[config.mk]
export PLATFORM = sky130hd
export DESIGN_NAME = app_scheduler
export DESIGN_NICKNAME = d
export VERILOG_FILES = /design/src/rtl/app_scheduler.sv
export SDC_FILE = /design/constraint.sdc
export NUM_CORES = 1
export LEC_CHECK = 0
export CAP_MARGIN = 20
export CORE_UTILIZATION = 39
export DETAILED_ROUTE_END_ITERATION = 8
export DONT_BUFFER_PORTS = 1
export PLACE_DENSITY_LB_ADDON = 0.08
export SETUP_SLACK_MARGIN = 0.05
export SLEW_MARGIN = 20
export SYNTH_ARGS = -nofsm -noshare
export SYNTH_HDL_FRONTEND = slang
export SYNTH_SLANG_ARGS = --single-unit
export TNS_END_PERCENT = 5
[constraint.sdc]
create_clock -name clk -period 4.6 [get_ports clk]
set_input_delay 1.15 -clock clk [delete_from_list [all_inputs] [get_ports clk]]
set_output_delay 1.15 -clock clk [all_outputs]
set_load 0.05 [all_outputs]
[src/rtl/app_scheduler.sv]
// Top-level mode scheduler: routes button pulses between the menu and the active app.
// Optional idle return to MENU is built only when APP_IDLE_TIMEOUT_EN is defined.
module app_scheduler #(
  parameter int unsigned HOLD_CYCLES = 2000,
  parameter int unsigned IDLE_CYCLES = 30000
) (
  input  logic       clk,
  input  logic       rst,
  input  logic [4:0] btn_in,
  input  logic [1:0] menu_sel,
  input  logic [2:0] app_ended,
  output logic [3:0] state,
  output logic [4:0] menu_btn,
  output logic [4:0] app_btn,
  output logic [2:0] app_start
);

  localparam logic [3:0] S_MENU    = 4'd0;
  localparam logic [3:0] S_VOLUME  = 4'd1;
  localparam logic [3:0] S_POKEMON = 4'd2;
  localparam logic [3:0] S_FRUIT   = 4'd3;
  localparam logic [3:0] S_POTION  = 4'd4;
  localparam logic [3:0] S_OVER    = 4'd5;

  localparam logic [15:0] HOLD_MAX = 16'(HOLD_CYCLES);

  logic [3:0]  state_q, state_d;
  logic [15:0] hold_q, hold_d;
  logic [2:0]  start_q, start_d;
  logic        btn_c;
  logic        idle_timeout;

  assign btn_c = btn_in[4];

`ifdef APP_IDLE_TIMEOUT_EN
  localparam logic [31:0] IDLE_MAX = 32'(IDLE_CYCLES);

  logic [31:0] idle_q, idle_d;

  // Any button pulse in the expiry cycle keeps the user in the current mode.
  assign idle_timeout = (idle_q == IDLE_MAX) && (btn_in == 5'd0) && (state_q != S_MENU);

  always_comb begin
    idle_d = idle_q;
    if ((btn_in != 5'd0) || (state_d != state_q)) begin
      idle_d = '0;
    end else if (idle_q < IDLE_MAX) begin
      idle_d = idle_q + 32'd1;
    end
  end

  always_ff @(posedge clk or negedge rst) begin
    if (!rst) begin
      idle_q <= '0;
    end else begin
      idle_q <= idle_d;
    end
  end
`else
  assign idle_timeout = 1'b0;
`endif

  always_comb begin
    state_d = state_q;
    case (state_q)
      S_MENU:    if (btn_c) state_d = {2'b00, menu_sel} + 4'd1;
      S_VOLUME:  if (btn_c) state_d = S_MENU;
      S_POKEMON: if (app_ended[0]) state_d = S_OVER;
      S_FRUIT:   if (app_ended[1]) state_d = S_OVER;
      S_POTION:  if (app_ended[2]) state_d = S_OVER;
      S_OVER:    if (btn_c && (hold_q == HOLD_MAX)) state_d = S_MENU;
      default:   state_d = S_MENU;
    endcase
    if (idle_timeout) begin
      state_d = S_MENU;
    end
  end

  // Hold count is only meaningful in OVER; outside it stays zero so entry starts from 0.
  always_comb begin
    hold_d = '0;
    if (state_q == S_OVER) begin
      hold_d = (hold_q < HOLD_MAX) ? hold_q + 16'd1 : hold_q;
    end
  end

  always_comb begin
    start_d = 3'b000;
    if (state_d != state_q) begin
      case (state_d)
        S_POKEMON: start_d = 3'b001;
        S_FRUIT:   start_d = 3'b010;
        S_POTION:  start_d = 3'b100;
        default:   start_d = 3'b000;
      endcase
    end
  end

  always_ff @(posedge clk or negedge rst) begin
    if (!rst) begin
      state_q <= S_MENU;
      hold_q  <= '0;
      start_q <= 3'b000;
    end else begin
      state_q <= state_d;
      hold_q  <= hold_d;
      start_q <= start_d;
    end
  end

  assign state     = state_q;
  assign app_start = start_q;
  assign menu_btn  = (state_q == S_MENU) ? btn_in : 5'd0;
  assign app_btn   = ((state_q >= S_VOLUME) && (state_q <= S_POTION)) ? btn_in : 5'd0;

endmodule

Word level (Yosys, flattened, before mapping). Index checks and enable logic that the tools add are counted.

Output and inout port bits: 17. Register bits after elaboration: 23. Input bits: 12.

Reductions and logical operators: 3. $lt $le $gt $ge: 3. Multiplexer cells: 13. Eq/ne operators: 11. $add $sub $neg: 2.

Operators by type and width (count): $mux 16 (2); $mux 4 (6); $pmux 4 s6 (1); $add 16x1->16 const B (1); $eq 16x11->1 const B (1); $eq 4x2->1 const B (4); $lt 16x11->1 const B (1); $eq 4x3->1 const B (3); $mux 5 (2); $pmux 3 s3 (1); $eq 4x1->1 const B (1); $ge 4x1->1 const B (1); $le 4x3->1 const B (1); $logic_not 4->1 (1); $ne 4x4->1 (1); $add 2x1->3 const B (1); $mux 3 (1); $logic_and 1x1->1 (2); $ne 2x1->1 const B (1).

Logic depth before layout (Yosys ltp).
Depth after elaboration: 7. Depth in mapped cells: 6. Depth with buffers taken out: 6.

Worst setup path before layout. Ideal clock, no wire load.

Kind: in2out. Start: in btn_in[4]. End: out app_btn[4]. Stages on the path: 2. Path buffers: 0. Arrival: 2.270 ns. Path slack: 1.180 ns. Path through: inv_1 > nor3_1.

Word-level cells in the longest chain between the ends: 1.

Ends and longest elaborated chain: start, declared (RTL line 9) `input logic [4:0] btn_in,`; $mux 5 (RTL line 114) `assign app_btn = ((state_q >= S_VOLUME) && (state_q <= S_POTION)) ? btn_in : 5'd0;`; end, declared (RTL line 14) `output logic [4:0] app_btn,`.

No other way between the ends.

Worst setup path in the final report.
Start: reg state_q[1], in the netlist state[1]. End: out app_btn[1].

Word-level cells in the longest chain between the ends: 3. Elaborated cells between the ends (all ways): 4. Classes of those cells: 2 x order compare; 1 x mux; 1 x reduce/logical.

Ends and longest elaborated chain: start, declared (RTL line 27) `logic [3:0] state_q, state_d;`; start signal, assigned (RTL line 105) `state_q <= state_d;`; $ge 4x1->1 / $le 4x3->1 (equally long branches) (RTL line 114); $logic_and 1x1->1 * (RTL line 114); $mux 5 * (RTL line 114).

Mark *: on every way between the ends. The rest lies on a longest branch, timed or not.

==> out/results.ini <==
[global_routing]
grt_pass1_wl_um = 4660
grt-ovfl-total = 0
track_usage_pct = 17.5
grt_antenna_before_repair = 0
grt_max_degree = 24
grt_pass1_vias = 1060

[timing]
clock_skew_ns = 0.00600
fin_setup_tns_ns = 0
rsz0062_at_grt = no
min_period_ns = 3.57
slew_headroom_pct = 31.6
setup_viol = 0
drv_slew = 0
worst_slew_pin_slew_ns = 1.01
min_period_over_period_pct = 77.7
fmax_ghz = 0.280
finalHoldViolCount = 0

[floorplanning]
initial_core_util_pct = 41.7
die_w_um = 59.6
rows = 20
die_area_mm2 = 0.00356
core_mm2 = 0.00310
die_y_um = 59.6
io_pins = 29

[cells_and_area]
fin_nets = 151
nFillCells = 327
multiInputGateArea_um2 = 699
area_delta_synth_final_pct = 6.47
layout_common_cells = 23 x dfrtp_1, 13 x nor2_1, 10 x and2_1, 10 x nand2_1, 8 x and3_1
diodes = 0
final_common_cell = dfrtp_1
finish.instance_area_mm2 = 0.00138
regArea_um2 = 576
drive_above_1_share_pct = 10.4

[worst_setup_path]
required_ns = 3.45
max_stage_delay_ns = 0.67
timing_worst_setup_path_type = reg -> out
crit_path_start_kind = flop
rr_startpoint = state[2]
endpoint_kind = primary output
crit_path_frequent_cell = nor2_1
crit_family = simple AND/OR/NAND/NOR gates
cp_max_fo = 11
critPathLaunch = state[1]
r2r_slack_ns = 2.27
cp.arrival_ns = 2.42
cp.buffers_inverters = 0
path_cells = nor2_1, xor2_1, nor2_1, and2_1
rr_worst_depth = 4
slowest_stage = dfrtp_1
r2r-end = hold_q[10]

[drt]
drc = 0
vias = 1033
via_per_inst = 5.77
first_pass_iters = 4
drtIter0Drc = 55
wire_per_inst_um = 15.3
routed_wl_um = 2730
ant_nets = 0

[cts]
cts.repair.resized = 0
cts_max_level = 1
cts_setup_buffers = 0
cts_tree = built
clockBufferDepth = 2
clk_pin_slew_ns = 0.13
root_buffer = clkbuf_4
clk_latency_ns = 0.32
cts_made_buffers = 3
cts_sinks = 23
ctsHoldBuffers = 0

[pwr]
ir_worst_vdd_v = 0.000156
p_leak_nw = 0.640
powerDensity_mw_per_mm2 = 304

[synthesis]
synthFlopType = dfrtp_1
ys_warn_count = 0
synth_top_cell_by_area = dfrtp_1
synthCells = 134
synth_edf_count = 0
syn_area_mm2 = 0.00129
ys_seq_area_share_pct = 44.4
ys_types = 43
synth_nets = 149
yosys_register_bits = 23
avgSynthCellArea_um2 = 9.66
synthTopCellsByArea = dfrtp_1 44%, and2_1 4.8%, and3_1 3.9%
synthArstFlopShare_pct = 100
yosysTopAreaCellShare_pct = 44.4

[place]
placed_cell_area_mm2 = 0.00135
gp_congestion = 0.752
io_buffers = 0
dp_hpwl_um = 2040

[worst_hold_path]
hold_path.class = in -> async

[job]
max_cap_viol_count = 0

[outcome]
status = finished clean

## cell families (layout without fill, tap and decap cells)
| group | after synthesis | after routing | share of synthesized area [%] |
|---|---|---|---|
| AND/OR/NAND/NOR | 70 | 70 | 32.9 |
| multiplexers | 2 | 2 | 1.55 |
| AO/OA/AOI/OAI | 23 | 23 | 12.5 |
| other | 1 | 1 | 0.290 |
| flip-flops | 23 | 23 | 44.4 |
| XOR/XNOR | 5 | 5 | 3.38 |
| buffers and inverters | 7 | 8 | 2.03 |
| adder cells (fa/ha/maj) | 3 | 3 | 2.90 |
## per-layer routing
| metal | up-vias | part of all wire (%) | GRT usage, % |
|---|---|---|---|
| li1 | 494 | - | - |
| met1 | 504 | 44 | 20.7 |
| met2 | 30 | 50 | 31.5 |
| met3 | 5 | 3.5 | 2.84 |
| met4 | 0 | 1.9 | 6.98 |
| met5 | - | 0 | 0 |
## where the power goes
group          total [mW]  internal, mW  leakage (nW)  switching, mW
registers           0.238         0.207         0.317         0.0313
clock network      0.0986        0.0333        0.0139         0.0653
logic              0.0827        0.0222         0.308         0.0604
total               0.420         0.263         0.640          0.157
## flip-flops by register name, indices dropped and copies added (netlist names)
signal     count
app_start      3
state          4
hold_q        16
## worst max path at each step
stage                     depth (start not counted)          to  slack [ns]
after global routing                              4  app_btn[1]        0.85
after detailed placement                          4  app_btn[1]        1.40
after global placement                            4  app_btn[0]        1.52
after floorplan                                   2  app_btn[4]        1.18
after CTS                                         4  app_btn[1]        1.01
final                                             4  app_btn[1]        1.03
## through the flow
stage / hold slack, ns / power, mW / util [%] / instances / worst slack [ns]
after CTS: 0.486 / 0.424 / 44.4 / 179 / 1.01
after floorplan: 0.455 / 0.314 / - / 134 / 1.18
after detailed placement: 0.475 / 0.325 / 43.5 / 175 / 1.40
final: 0.497 / 0.420 / 44.4 / 179 / 1.03
after global routing: 0.465 / 0.439 / 44.4 / 179 / 0.846
after global placement: 0.470 / 0.324 / 43.5 / 175 / 1.52
## cell type report
class                   count  share of cell area, %
clock inverters             1                  0.544
flip-flops and latches     23                   41.7
repair buffers              1                  0.544
well taps                  44                   3.99
clock buffers               3                   1.63
multi-input cells         104                   50.7
inverters                   3                  0.817
## cells in the mapped netlist, types with 3 or more instances
library cell   n
nand2_1       10
nand4_1        3
and3_1         8
a21oi_1        4
nor2_1        13
inv_1          3
nand3_1        3
and2_1        10
o21ai_0        4
a31oi_1        3
dfrtp_1       23
clkbuf_1       4
xnor2_1        4
ha_1           3
Power figures use the tool's default switching activity.
